## src/rtl/piece_move_commit.sv

```systemverilog
// piece_move_commit: commits or rejects move proposals for the active piece.
// Each proposal is latched and sent to the board collision checker. A clear
// result commits it; a blocked downward move locks the piece and respawns.
// Gravity ticks that arrive while busy are remembered and replayed once.
module piece_move_commit #(
  parameter logic [2:0] PLAY_MODE = 3'd1,
  parameter logic [3:0] SPAWN_X   = 4'd4,
  parameter logic [4:0] SPAWN_Y   = 5'd0
) (
  input  logic       clk,
  input  logic       rst,
  input  logic [2:0] mode,
  input  logic       game_tick,
  input  logic       btn_left_en,
  input  logic       btn_right_en,
  input  logic       btn_rotate_en,
  input  logic       btn_down_en,
  input  logic [3:0] test_pos_x,
  input  logic [4:0] test_pos_y,
  input  logic [1:0] test_rot,
  input  logic       check_done,
  input  logic       check_collides,
  input  logic       lock_done,
  output logic [3:0] cur_pos_x,
  output logic [4:0] cur_pos_y,
  output logic [1:0] cur_rot,
  output logic [3:0] chk_pos_x,
  output logic [4:0] chk_pos_y,
  output logic [1:0] chk_rot,
  output logic       check_req,
  output logic       lock_req,
  output logic       spawn_pulse,
  output logic       game_over,
  output logic       busy
);

  typedef enum logic [2:0] {
    S_IDLE, S_SPAWN, S_SPAWN_CHK, S_PLAY, S_CHECK, S_LOCK, S_OVER
  } state_t;

  state_t state;
  logic   tick_pending;
  logic   is_down;

  logic mode_live;
  logic any_event;
  logic event_down;

  // A gravity tick outranks every button; down only wins when no sideways or
  // rotate button is pressed in the same cycle.
  assign mode_live  = (mode == PLAY_MODE);
  assign any_event  = game_tick | btn_left_en | btn_right_en | btn_rotate_en | btn_down_en;
  assign event_down = game_tick |
                      (btn_down_en & ~btn_left_en & ~btn_right_en & ~btn_rotate_en);

  // Piece FSM: all outputs and piece state are registered here.
  always_ff @(posedge clk or posedge rst) begin
    if (rst) begin
      state        <= S_IDLE;
      cur_pos_x    <= SPAWN_X;
      cur_pos_y    <= SPAWN_Y;
      cur_rot      <= 2'd0;
      chk_pos_x    <= 4'd0;
      chk_pos_y    <= 5'd0;
      chk_rot      <= 2'd0;
      check_req    <= 1'b0;
      lock_req     <= 1'b0;
      spawn_pulse  <= 1'b0;
      game_over    <= 1'b0;
      busy         <= 1'b0;
      tick_pending <= 1'b0;
      is_down      <= 1'b0;
    end else begin
      check_req   <= 1'b0;
      lock_req    <= 1'b0;
      spawn_pulse <= 1'b0;
      if ((state != S_OVER) && !mode_live) begin
        // Leaving play mode abandons any request in flight; the piece holds.
        state        <= S_IDLE;
        busy         <= 1'b0;
        tick_pending <= 1'b0;
      end else begin
        case (state)
          S_IDLE: begin
            state        <= S_SPAWN;
            busy         <= 1'b1;
            tick_pending <= 1'b0;
          end
          S_SPAWN: begin
            cur_pos_x    <= SPAWN_X;
            cur_pos_y    <= SPAWN_Y;
            cur_rot      <= 2'd0;
            chk_pos_x    <= SPAWN_X;
            chk_pos_y    <= SPAWN_Y;
            chk_rot      <= 2'd0;
            spawn_pulse  <= 1'b1;
            check_req    <= 1'b1;
            tick_pending <= tick_pending | game_tick;
            state        <= S_SPAWN_CHK;
          end
          S_SPAWN_CHK: begin
            tick_pending <= tick_pending | game_tick;
            if (check_done) begin
              if (check_collides) begin
                state     <= S_OVER;
                game_over <= 1'b1;
              end else begin
                state <= S_PLAY;
                busy  <= 1'b0;
              end
            end
          end
          S_PLAY: begin
            if (tick_pending) begin
              // Replay the deferred tick from the committed position.
              chk_pos_x    <= cur_pos_x;
              chk_pos_y    <= cur_pos_y + 5'd1;
              chk_rot      <= cur_rot;
              tick_pending <= 1'b0;
              is_down      <= 1'b1;
              check_req    <= 1'b1;
              busy         <= 1'b1;
              state        <= S_CHECK;
            end else if (any_event) begin
              chk_pos_x <= test_pos_x;
              chk_pos_y <= test_pos_y;
              chk_rot   <= test_rot;
              is_down   <= event_down;
              check_req <= 1'b1;
              busy      <= 1'b1;
              state     <= S_CHECK;
            end
          end
          S_CHECK: begin
            tick_pending <= tick_pending | game_tick;
            if (check_done) begin
              if (!check_collides) begin
                cur_pos_x <= chk_pos_x;
                cur_pos_y <= chk_pos_y;
                cur_rot   <= chk_rot;
                busy      <= 1'b0;
                state     <= S_PLAY;
              end else if (is_down) begin
                lock_req <= 1'b1;
                state    <= S_LOCK;
              end else begin
                busy  <= 1'b0;
                state <= S_PLAY;
              end
            end
          end
          S_LOCK: begin
            if (lock_done) begin
              // A new piece never inherits a stale drop.
              tick_pending <= 1'b0;
              state        <= S_SPAWN;
            end else begin
              tick_pending <= tick_pending | game_tick;
            end
          end
          S_OVER: begin
            if (mode_live) begin
              game_over <= 1'b1;
            end else begin
              game_over <= 1'b0;
              busy      <= 1'b0;
              state     <= S_IDLE;
            end
          end
          default: begin
            state <= S_IDLE;
            busy  <= 1'b0;
          end
        endcase
      end
    end
  end

endmodule

```

## config.mk

```make
export PLATFORM = sky130hd
export DESIGN_NAME = piece_move_commit
export DESIGN_NICKNAME = d
export VERILOG_FILES = /design/src/rtl/piece_move_commit.sv
export SDC_FILE = /design/constraint.sdc
export NUM_CORES = 1
export LEC_CHECK = 0
export CAP_MARGIN = 20
export CORE_ASPECT_RATIO = 1.75
export CORE_MARGIN = 4
export CORE_UTILIZATION = 50
export CTS_BUF_LIST = sky130_fd_sc_hd__clkbuf_2 sky130_fd_sc_hd__clkbuf_4 sky130_fd_sc_hd__clkbuf_8
export CTS_CLUSTER_SIZE = 25
export DETAILED_ROUTE_END_ITERATION = 16
export PLACE_DENSITY = 0.86
export SYNTH_ARGS = -nofsm -noshare
export SYNTH_HDL_FRONTEND = slang
export SYNTH_SLANG_ARGS = --single-unit
```

## constraint.sdc

```tcl
create_clock -name clk -period 4.18 [get_ports clk]
set_clock_uncertainty 0.15 [all_clocks]
set_input_delay 0.418 -clock clk [delete_from_list [all_inputs] [get_ports clk]]
set_output_delay 0.418 -clock clk [all_outputs]
set_load 0.05 [all_outputs]
```

After elaboration in Yosys (flattened, before gate mapping)
Index checks and enable logic that the tools add are counted.
Cells by class
  add/subtract/negate cells: 1
  eq/ne operators: 21
  muxes and demuxes: 59
  bitwise logic cells: 13
  reduce and logical (&&, ||, !) cells: 17
Operators with widths (count)
  $mux W3: 10
  $mux W1: 26
  $ne A3 B3 Y1 const B: 7
  $pmux W3 S7: 1
  $mux W5: 4
  $pmux W5 S2: 2
  $mux W4: 4
  $pmux W4 S2: 2
  $eq A3 B3 Y1 const B: 3
  $mux W2: 4
  $ne A2 B2 Y1 const B: 4
  $ne A4 B4 Y1 const B: 2
  $pmux W2 S2: 2
  $reduce_and A4 Y1: 2
  $reduce_bool A2 Y1: 4
  $reduce_and A7 Y1: 1
  $eq A3 B1 Y1 const B: 2
  $eq A3 B2 Y1 const B: 2
  $or A1 B1 Y1: 6
  $pmux W1 S6: 1
  $reduce_and A3 Y1: 2
  $add A5 B1 Y5 const B: 1
  $reduce_and A5 Y1: 1
  $not A1 Y1: 4
  other kinds (10): 14
Word-level totals
  register bits: 32
  bits of input ports: 24
  output and inout port bits: 27
  logic and storage cells: 125

Longest topological paths before layout
Gate-level depths: netlist of the first run.
  depth in word-level cells: 8
  mapped depth: 6
  gate-level depth less buffers: 5

Worst setup path after synthesis of the first run
OpenSTA, ideal clock, no wires.
  path type: input to register
  from: input port mode[1]
  to: register chk_pos_y[2]
  setup time: 0.118 ns
  arrival: 1.602 ns
  required time: 3.912 ns
  path slack: 2.310 ns
  stages: 5
  path buffers: 2
  cells stage by stage: or3b_1 > clkbuf_1 > a311o_1 > buf_2 > a21o_1
Between the ends
  longest elaborated chain between the ends: 5
RTL lines
  start, declared: line 12  | input logic [2:0] mode,
  $eq A3 B1 Y1: line 51  | assign mode_live = (mode == PLAY_MODE);
  $logic_not A1 Y1: line 77  | if ((state != S_OVER) && !mode_live) begin
  $logic_and A1 B1 Y1: line 77
  $not A1 Y1 (no line)
  $reduce_and A3 Y1 (no line)
  end signal, assigned: line 117  | chk_pos_y <= cur_pos_y + 5'd1;
  end signal, assigned: line 126  | chk_pos_y <= test_pos_y;
  end, declared: line 28  | output logic [4:0] chk_pos_y,
Every way passes these cells.
A chain may end at the register's enable or synchronous reset.

Final worst setup path of the first run
  from: input port mode[0]
  to: register cur_pos_x[2]
Between the ends
  longest elaborated chain between the ends: 5
RTL lines
  $eq A3 B1 Y1: line 51
  $logic_not A1 Y1: line 77
  $logic_and A1 B1 Y1: line 77
  $not A1 Y1 (no line)
  $reduce_and A4 Y1 (no line)
  end signal, assigned: line 138  | cur_pos_x <= chk_pos_x;
  end, declared: line 24  | output logic [3:0] cur_pos_x,
Every way passes these cells.

==> results of run 1 <==
## per-layer routing
metal / vias to the layer above / part of all wire, %
met5: - / 0
met4: 0 / 2.5
met3: 9 / 6.4
met2: 60 / 54
met1: 716 / 37
li1: 679 / -
## kinds of logic (layout without fill, tap and decap cells)
| group | Yosys count | after routing | synth area share, % |
|---|---|---|---|
| simple gates | 50 | 50 | 14.98 |
| compound gates | 49 | 49 | 21.02 |
| flops | 32 | 32 | 50.27 |
| buf+inv | 18 | 64 | 4.471 |
| mux | 9 | 9 | 5.647 |
| xor+xnor | 4 | 4 | 2.196 |
| fa+ha+maj | 2 | 2 | 1.412 |
## worst max path at each step
stage	slack (ns)	endpoint	cells past startpoint	from
after CTS	1.61	cur_pos_x[2]	5	mode[0]
after global placement	1.40	cur_pos_x[2]	5	mode[0]
after floorplan	2.31	chk_pos_y[2]	5	mode[1]
after detailed placement	1.33	cur_pos_x[2]	5	mode[0]
after global routing	1.50	cur_pos_x[2]	5	mode[0]
final	1.59	cur_pos_x[2]	5	mode[0]
## Yosys cell counts, drive strengths merged
library cell and instances:
nand2 18, inv 6, nor3 5, o211ai 1
maj3 1, nand4 1, o31ai 1, a2111oi 1
a22o 12, nor2b 2, a211oi 3, or2 1
nand2b 4, nor2 10, mux2i 9, o22a 1
nand3 3, a21o 2, nor3b 1, nor4 2
ha 1, a31oi 3, buf 5, dfrtp 31
o211a 1, nand3b 2, or3b 1, clkbuf 7
a21oi 8, xnor2 4, dfstp 1, a311o 1
o21ai 15
## power groups by stage
stage          Clock [uW]  Sequential (uW)  Combinational [uW]
4_1_cts               253              326                90.3
2_1_floorplan           0              350                27.7
5_1_grt               263              327                95.6
6_report              248              326                89.2
3_3_place_gp            0              331                87.6
3_5_place_dp            0              332                90.0
## critical path, stage by stage
cell	delay, ns
sky130_fd_sc_hd__clkdlybuf4s50_1	0.46
sky130_fd_sc_hd__or3b_1	0.56
sky130_fd_sc_hd__nor4_2	0.89
sky130_fd_sc_hd__nor2b_1	0.24
sky130_fd_sc_hd__a21oi_1	0.06
## placed cells by master (no fill, tap or decap)
cell / instances
sky130_fd_sc_hd__mux2i_1: 9
sky130_fd_sc_hd__a21oi_1: 8
sky130_fd_sc_hd__a311o_1: 1
sky130_fd_sc_hd__dfstp_2: 1
sky130_fd_sc_hd__a22o_1: 12
sky130_fd_sc_hd__o211ai_1: 1
sky130_fd_sc_hd__or3b_1: 1
sky130_fd_sc_hd__a31oi_1: 3
sky130_fd_sc_hd__a21o_1: 2
sky130_fd_sc_hd__nand3_1: 3
sky130_fd_sc_hd__or2_2: 1
sky130_fd_sc_hd__nand2b_1: 4
sky130_fd_sc_hd__nand2_1: 18
sky130_fd_sc_hd__dfrtp_1: 31
sky130_fd_sc_hd__o21ai_0: 15
sky130_fd_sc_hd__xnor2_1: 4
sky130_fd_sc_hd__nand4_1: 1
sky130_fd_sc_hd__o31ai_1: 1
sky130_fd_sc_hd__clkdlybuf4s50_1: 50
sky130_fd_sc_hd__o211a_1: 1
sky130_fd_sc_hd__clkbuf_8: 7
sky130_fd_sc_hd__nor4_2: 1
sky130_fd_sc_hd__o22a_1: 1
sky130_fd_sc_hd__maj3_1: 1
sky130_fd_sc_hd__nor2_1: 10
sky130_fd_sc_hd__buf_4: 1
sky130_fd_sc_hd__inv_1: 6
sky130_fd_sc_hd__a211oi_1: 3
sky130_fd_sc_hd__ha_1: 1
sky130_fd_sc_hd__a2111oi_2: 1
sky130_fd_sc_hd__nor4_1: 1
sky130_fd_sc_hd__nand3b_1: 2
sky130_fd_sc_hd__nor3b_1: 1
sky130_fd_sc_hd__nor3_1: 5
sky130_fd_sc_hd__nor2b_1: 2
## layout make-up
class / count / area, um^2
multi-input cells: 114 / 728.2
repair buffers: 51 / 508.0
flip-flops and latches: 32 / 802.0
well taps: 42 / 52.55
clock buffers: 7 / 96.34
inverters: 6 / 22.52
fillers: 242 / 783.3
## metrics by stage
| step | total power (uW) | hold WS (ns) | cells |
|---|---|---|---|
| after floorplan | 377.9 | 0.3791 | 164 |
| after global placement | 418.4 | 0.3213 | 245 |
| after detailed placement | 421.5 | 0.3326 | 245 |
| after CTS | 669.1 | 0.3426 | 252 |
| after global routing | 685.8 | 0.3541 | 252 |
| final | 663.4 | 0.3385 | 252 |
## sequential cells by signal (all words and copies together), names as in the netlist, 2 cells and up
register / flops
chk_rot: 2
cur_rot: 2
chk_pos_y: 5
cur_pos_x: 4
chk_pos_x: 4
cur_pos_y: 5
state: 3
==> results.txt, run 1 <==
For this run, the total global-route usage over all layers was measured as about a fifth. Of the available clock period, the critical path in the final layout requires roughly three fifths. The area share of the largest cell type after synthesis is about half. The logic gate share of total power came out at between 10% and 20%. The worst path required time came out at 4.22 ns. The fraction of power consumed by the clock network is between 30% and 40%. In this run, post-CTS repair resized a total of 0 instances. The path class of the tightest hold or removal check is flop to flop. The area of the mapped netlist is about 1600 um^2. between 50 and 60 I/O pins were placed.

Once layout is complete, the utilization of the core stands at 73.83%. Yosys attributes the largest share of cell area to sky130_fd_sc_hd__dfrtp_1 49%, sky130_fd_sc_hd__a22o_1 6.6%, sky130_fd_sc_hd__mux2i_1 5.6%. For this configuration, the core starts out at a cell density of about 53%. The time the final worst path needs with I/O delays and setup came out at about 2.6 ns. The horizontal die dimension came out at roughly 51 um. The peak fanout along the critical path came out at 14. The largest net degree at the start of global routing is 24. The via count of the first global-routing pass came out at approximately 1.5k. The number of levels the H-tree was split into came out at 2. The maximum buffer depth of the clock tree is 2. At the later pin of the worst-skew pair, clock insertion delay measures ~0.27 ns. The net total in the final layout came out at between 200 and 250. After detailed routing, the number of remaining DRC violations is 0. The clock-pin slew of the registers on the worst-case setup and hold paths came out at around 0.060 ns. The number of maximum-capacitance constraint violations is 0.

The critical setup path kind is input port to flop. The portion of the post-synthesis area used by sequential elements came out at between 50% and 60%. The switching part of the total power is about a quarter. The number of clock sinks is 32. The placed cell area is 2113 um^2. The internal power summed over all cells came out at ~500 uW. The number of violations reported at the end of detailed-routing iteration 0 came out at 34. The global routing stage identified its most utilized layer as met2. The port buffer count is 50. The worst hold path stage count is 2. At the pin with the least slew margin, the transition time is ~1 ns. The die height came out at 82.72 um. The final worst setup slack came out at approximately 1.6 ns. The total nets after synthesis is ~190. The pre-CTS setup slack is 1.333 ns.

The standby leakage power is 0.0009128 uW. The standard cell core area came out at 2993 um^2. STA classifies the critical path startpoint as an input port. The number of pins exceeding their max-slew limit in the final report was 0. STA classifies the critical path endpoint as a flop. In this run the critical register-to-register path is captured at chk_pos_x[2]. The path with the worst hold slack has its endpoint at cur_pos_x[2].

Sequential cells account for 49.2% of the total power. The maximum frequency from static timing analysis came out at approximately 0.39 GHz. Once detail routing completed, the nets flagged for antenna violations numbered 0. The worst path arrival time came out at approximately 2.6 ns. Across all register-to-register paths, the minimum setup slack is 1.78 ns. In this run the clock root is driven by a sky130_fd_sc_hd__clkbuf_8. The average via count per standard cell came out at slightly below 6.

Averaged over all synthesized cells, the footprint is 9.727 um^2. The repair_antennas step left the layout with diodes totalling 0. The number of core rows is 26. The post-detailed-routing wire length is 4019 um.

The count of cells along the worst register-to-register path came out at 4. The quantity of hold-fixing buffers added after cts is 0. Global routing consumed, on the met3 layer, under 10% of the routing resources. The first global-routing pass estimated about 6600 um of wire. The worst voltage drop across the vdd grid came out at around 0.26 mV.

The fraction of final layout cells with drive strength greater than 1 is between 5 and 6%. The final hold violation count came out at 0. The overall die area came out at 4194 um^2. Headroom to the max-slew limit came out at approximately 33%. The worst hold path begins at cur_pos_x[2]. The wire-length estimate of the detail-placed layout is a little over 3000 um.

The count of warnings emitted by yosys is 0. The startpoint identified for the worst register-to-register timing path is tick_pending. The final weighted congestion in routability-driven placement came out at about 0.85. In this run, synthesis produced a sequential element count of 32.

Setup violations remaining at the end of the flow were counted as 0. The first-pass detailed-route iteration total is 4. The met1 usage in global routing is 21.58%. The flow ran to the end, and the final reports show no timing, DRC or antenna violations. The number of CTS-inserted buffers is 5. After detailed routing, the average wire length per cell comes to between 15 and 20 um.

The relative area change from synthesis to final layout came out at 38.51%. In this run, distinct cell masters in the synthesized netlist total 34. The accumulated negative setup slack is 0 ns. The vias after detailed routing is 1,464.

The global-route met2 utilization is approximately two fifths. The post-CTS repair timing setup buffer count came out at 0. The design area came out at about 2200 um^2. The number of antenna violations at the first check in global routing came to 0.

The switching power of the nets is about 160 uW. The synthesized netlist cell count came out at between 150 and 200. The areal power density over the cells came out at around 300 nW/um^2. The total congestion overflow after global routing is 0. The synthesized design spends more area on one cell type than any other, namely sky130_fd_sc_hd__dfrtp_1. TritonCTS built the clock tree. Setup repair after global routing left no endpoint under its margin.
Power figures use the tool's default switching activity.
==> run 2: changes to the inputs <==
- CORE_UTILIZATION: 50 -> 43
- PLACE_DENSITY: 0.86 -> 0.78
- clock period: 4.18 -> 2.2 ns (I/O delays scaled with it)
==> results.txt, run 2 (synthesis results as in run 1) <==
The flow ran to the end, and the final reports show no timing, DRC or antenna violations. The number of buffers and inverters on the critical path was 1 (unchanged). The per-cell routed wire length was 15.42 um (-3.3%). The switching power of the nets came out at 326.7 uW (+110%). The slew at the pin closest to its max-slew limit was 0.6345 ns (-0.3581 ns). The reg-to-reg setup timing slack came out at 0.27 ns (-1.51 ns). The number of antenna violations at the first check in global routing is 0 (unchanged). The number of clock sinks was 32 (unchanged). The type of the most critical hold path is input port to asynchronous set/reset pin. The number of diodes is 0 (unchanged). The final weighted congestion in routability-driven placement came out at 0.8676 (+1.7%).

The startpoint type of the worst setup path is a flop. The total congestion overflow after global routing is 0 (unchanged). The number of CTS-inserted buffers came out at 5 (unchanged).

The internal power summed over all cells came to 1019 uW (+100%). The cell at the slowest stage of the critical path is sky130_fd_sc_hd__clkdlybuf4s50_1. The accumulated negative setup slack is 0 ns (unchanged). The signal on the critical path passes through clkdlybuf4s50_1.

The worst path required time is 1.83 ns (-2.39 ns). The clock latency of the later-clocked register in the worst-skew pair came out at 0.28 ns (about the same). The net total in the final layout is 243 (+3.4%). The most common cell after layout, fill and taps aside is sky130_fd_sc_hd__clkdlybuf4s50_1. The overall die area was 4787 um^2 (+14%). Dividing the final minimum period by the clock period gives between 80% and 90%. The total I/O pin count came out at 51 (unchanged). The maximum frequency from static timing analysis came out at 0.5052 GHz. The number of violations reported at the end of detailed-routing iteration 0 is 49 (+44%). The average via count per standard cell came to 5.419 (-6.7%). The standard cell core area is 3592 um^2 (+20%). The number of pins exceeding their max-slew limit in the final report came to 0 (unchanged).

The quantity of hold-fixing buffers added after cts came out at 0 (unchanged). The largest net degree at the start of global routing came out at 33 (+38%). The first-pass detailed-route iteration total is 4 (unchanged). The final routed DRC violation total was 0 (unchanged). The count of cells along the worst register-to-register path came out at 4 (unchanged). The total of cells resized after clock tree synthesis came out at 0 (unchanged). The post-CTS repair timing setup buffer count is 0 (unchanged). The number of levels the H-tree was split into was 2 (unchanged). The wire length of the first global-routing pass came out at 6561 um (-0.53%). The vias after detailed routing came to 1,436 (-1.9%). Setup repair after global routing left no endpoint under its margin. The die height came to 88.58 um (+7.1%). The horizontal die dimension came out at 54.05 um (+6.6%).

The critical path is of the flop to output pin type. The standby leakage power is 0.0009554 uW (+4.7%). The areal power density over the cells came to 587.9 nW/um^2 (+96%).

The maximum buffer depth of the clock tree is 2 (unchanged). The sum of net half-perimeters after detailed placement is 3062 um (+1.5%). The final hold violation count is 0 (unchanged). The fraction of power consumed by the clock network came out at 41.0% (+3.6 points). The tree is rooted in a sky130_fd_sc_hd__clkbuf_8. The highest cell delay on the worst timing path came out at 0.80 ns (-0.09 ns). The count of antenna-violating nets left after detailed routing is 0 (unchanged). Leaving out fill and tap cells, the most frequent cells in the layout are 50 x sky130_fd_sc_hd__clkdlybuf4s50_1, 31 x sky130_fd_sc_hd__dfrtp_1, 18 x sky130_fd_sc_hd__nand2_1. The total global-route track usage came to 18.78% (-1.9 points). The time the final worst path needs with I/O delays and setup is approximately 2.0 ns.

In the final layout, the registers with the most flip-flops are chk_pos_y (5), cur_pos_y (5). The number of maximum-capacitance constraint violations was 0 (unchanged). The worst register-to-register path begins at state[0]. The worst register-to-register path ends at cur_pos_y[3]. The switching part of the total power is 24.27% (+0.33 points). The worst path arrival time is 1.61 ns (-1.02 ns). The number of core rows came out at 29 (+12%). The post-detailed-routing wire length came out at 4087 um (+1.7%). The fraction of final layout cells with drive strength greater than 1 is 9.589% (+3.9 points).

The final setup violation count came to 0 (unchanged). The port buffer count is 50 (unchanged). The sequential fraction of design power came out at 45.9% (-3.3 points).

The relative area change from synthesis to final layout came out at 43.53%. The core utilization of the finished layout is 63.74% (-10 points). The logic gate share of total power came out at 13.1% (-0.3 points). The initial standard-cell utilization of the core was 44.41% (-8.9 points). The clock-pin slew of the registers on the worst-case setup and hold paths came out at 0.06 ns (about the same). The peak fanout along the critical path is 2 (-12). Grouping stages by cell kind, the critical path spends the most delay in buffers and inverters.

STA classifies the critical path endpoint as an output pin. The via count of the first global-routing pass is 1,402 (-4.6%). The number of filler instances in the final layout came out at 291 (+20%).

TritonCTS built the clock tree. The worst voltage drop across the vdd grid came out at 0.4364 mV (+70%). The headroom to the max-slew limit is 57.70% (+24 points).
==> run 2: worst max-delay path by stage <==
stage | depth (start not counted) | to | start | slack, ns
3_3_place_gp | 6 | chk_pos_x[2] | mode[0] | 0.08
4_1_cts | 1 | cur_pos_x[2] | cur_pos_x[2] | 0.21
2_1_floorplan | 4 | chk_pos_y[2] | cur_pos_y[0] | 0.50
6_report | 1 | cur_pos_x[2] | cur_pos_x[2] | 0.22
3_5_place_dp | 6 | cur_pos_y[4] | mode[0] | 0.03
5_1_grt | 4 | cur_pos_x[1] | state[0] | 0.11
==> run 2: power groups by stage <==
stage                     Sequential (uW)  Clock [uW]  Combinational [uW]
after detailed placement              629           0                 177
after global routing                  620         599                 189
after floorplan                       665           0                52.6
final                                 618         552                 176
after CTS                             618         558                 177
after global placement                628           0                 174
==> run 2: layout make-up <==
cell class	count	area, um^2	area share (%)
clock buffers	5	68.82	3.005
well taps	46	57.56	2.514
repair buffers	59	568.0	24.81
clock inverters	3	42.54	1.858
inverters	6	22.52	0.9836
flip-flops and latches	32	802.0	35.03
multi-input cells	114	728.2	31.80
==> run 2: per-layer routing <==
layer | track usage (%) | wire length, um | vias up
li1 | - | - | 691
met3 | 4.722 | 230 | 12
met4 | 8.844 | 111 | 0
met5 | 0 | 0 | -
met2 | 33.11 | 2300 | 45
met1 | 20.19 | 1444 | 688
==> run 2: through the flow <==
step / cell area, um^2 / worst slack (ns) / hold WS (ns) / std cells / total power (uW)
after floorplan: 1595 / 0.5019 / 0.1855 / 164 / 718.1
after global placement: 2178 / 0.07566 / 0.3377 / 257 / 802.2
after detailed placement: 2178 / 0.03012 / 0.3380 / 257 / 805.7
after CTS: 2290 / 0.2114 / 0.1743 / 265 / 1353
after global routing: 2290 / 0.1071 / 0.1963 / 265 / 1408
final: 2290 / 0.2207 / 0.1615 / 265 / 1346
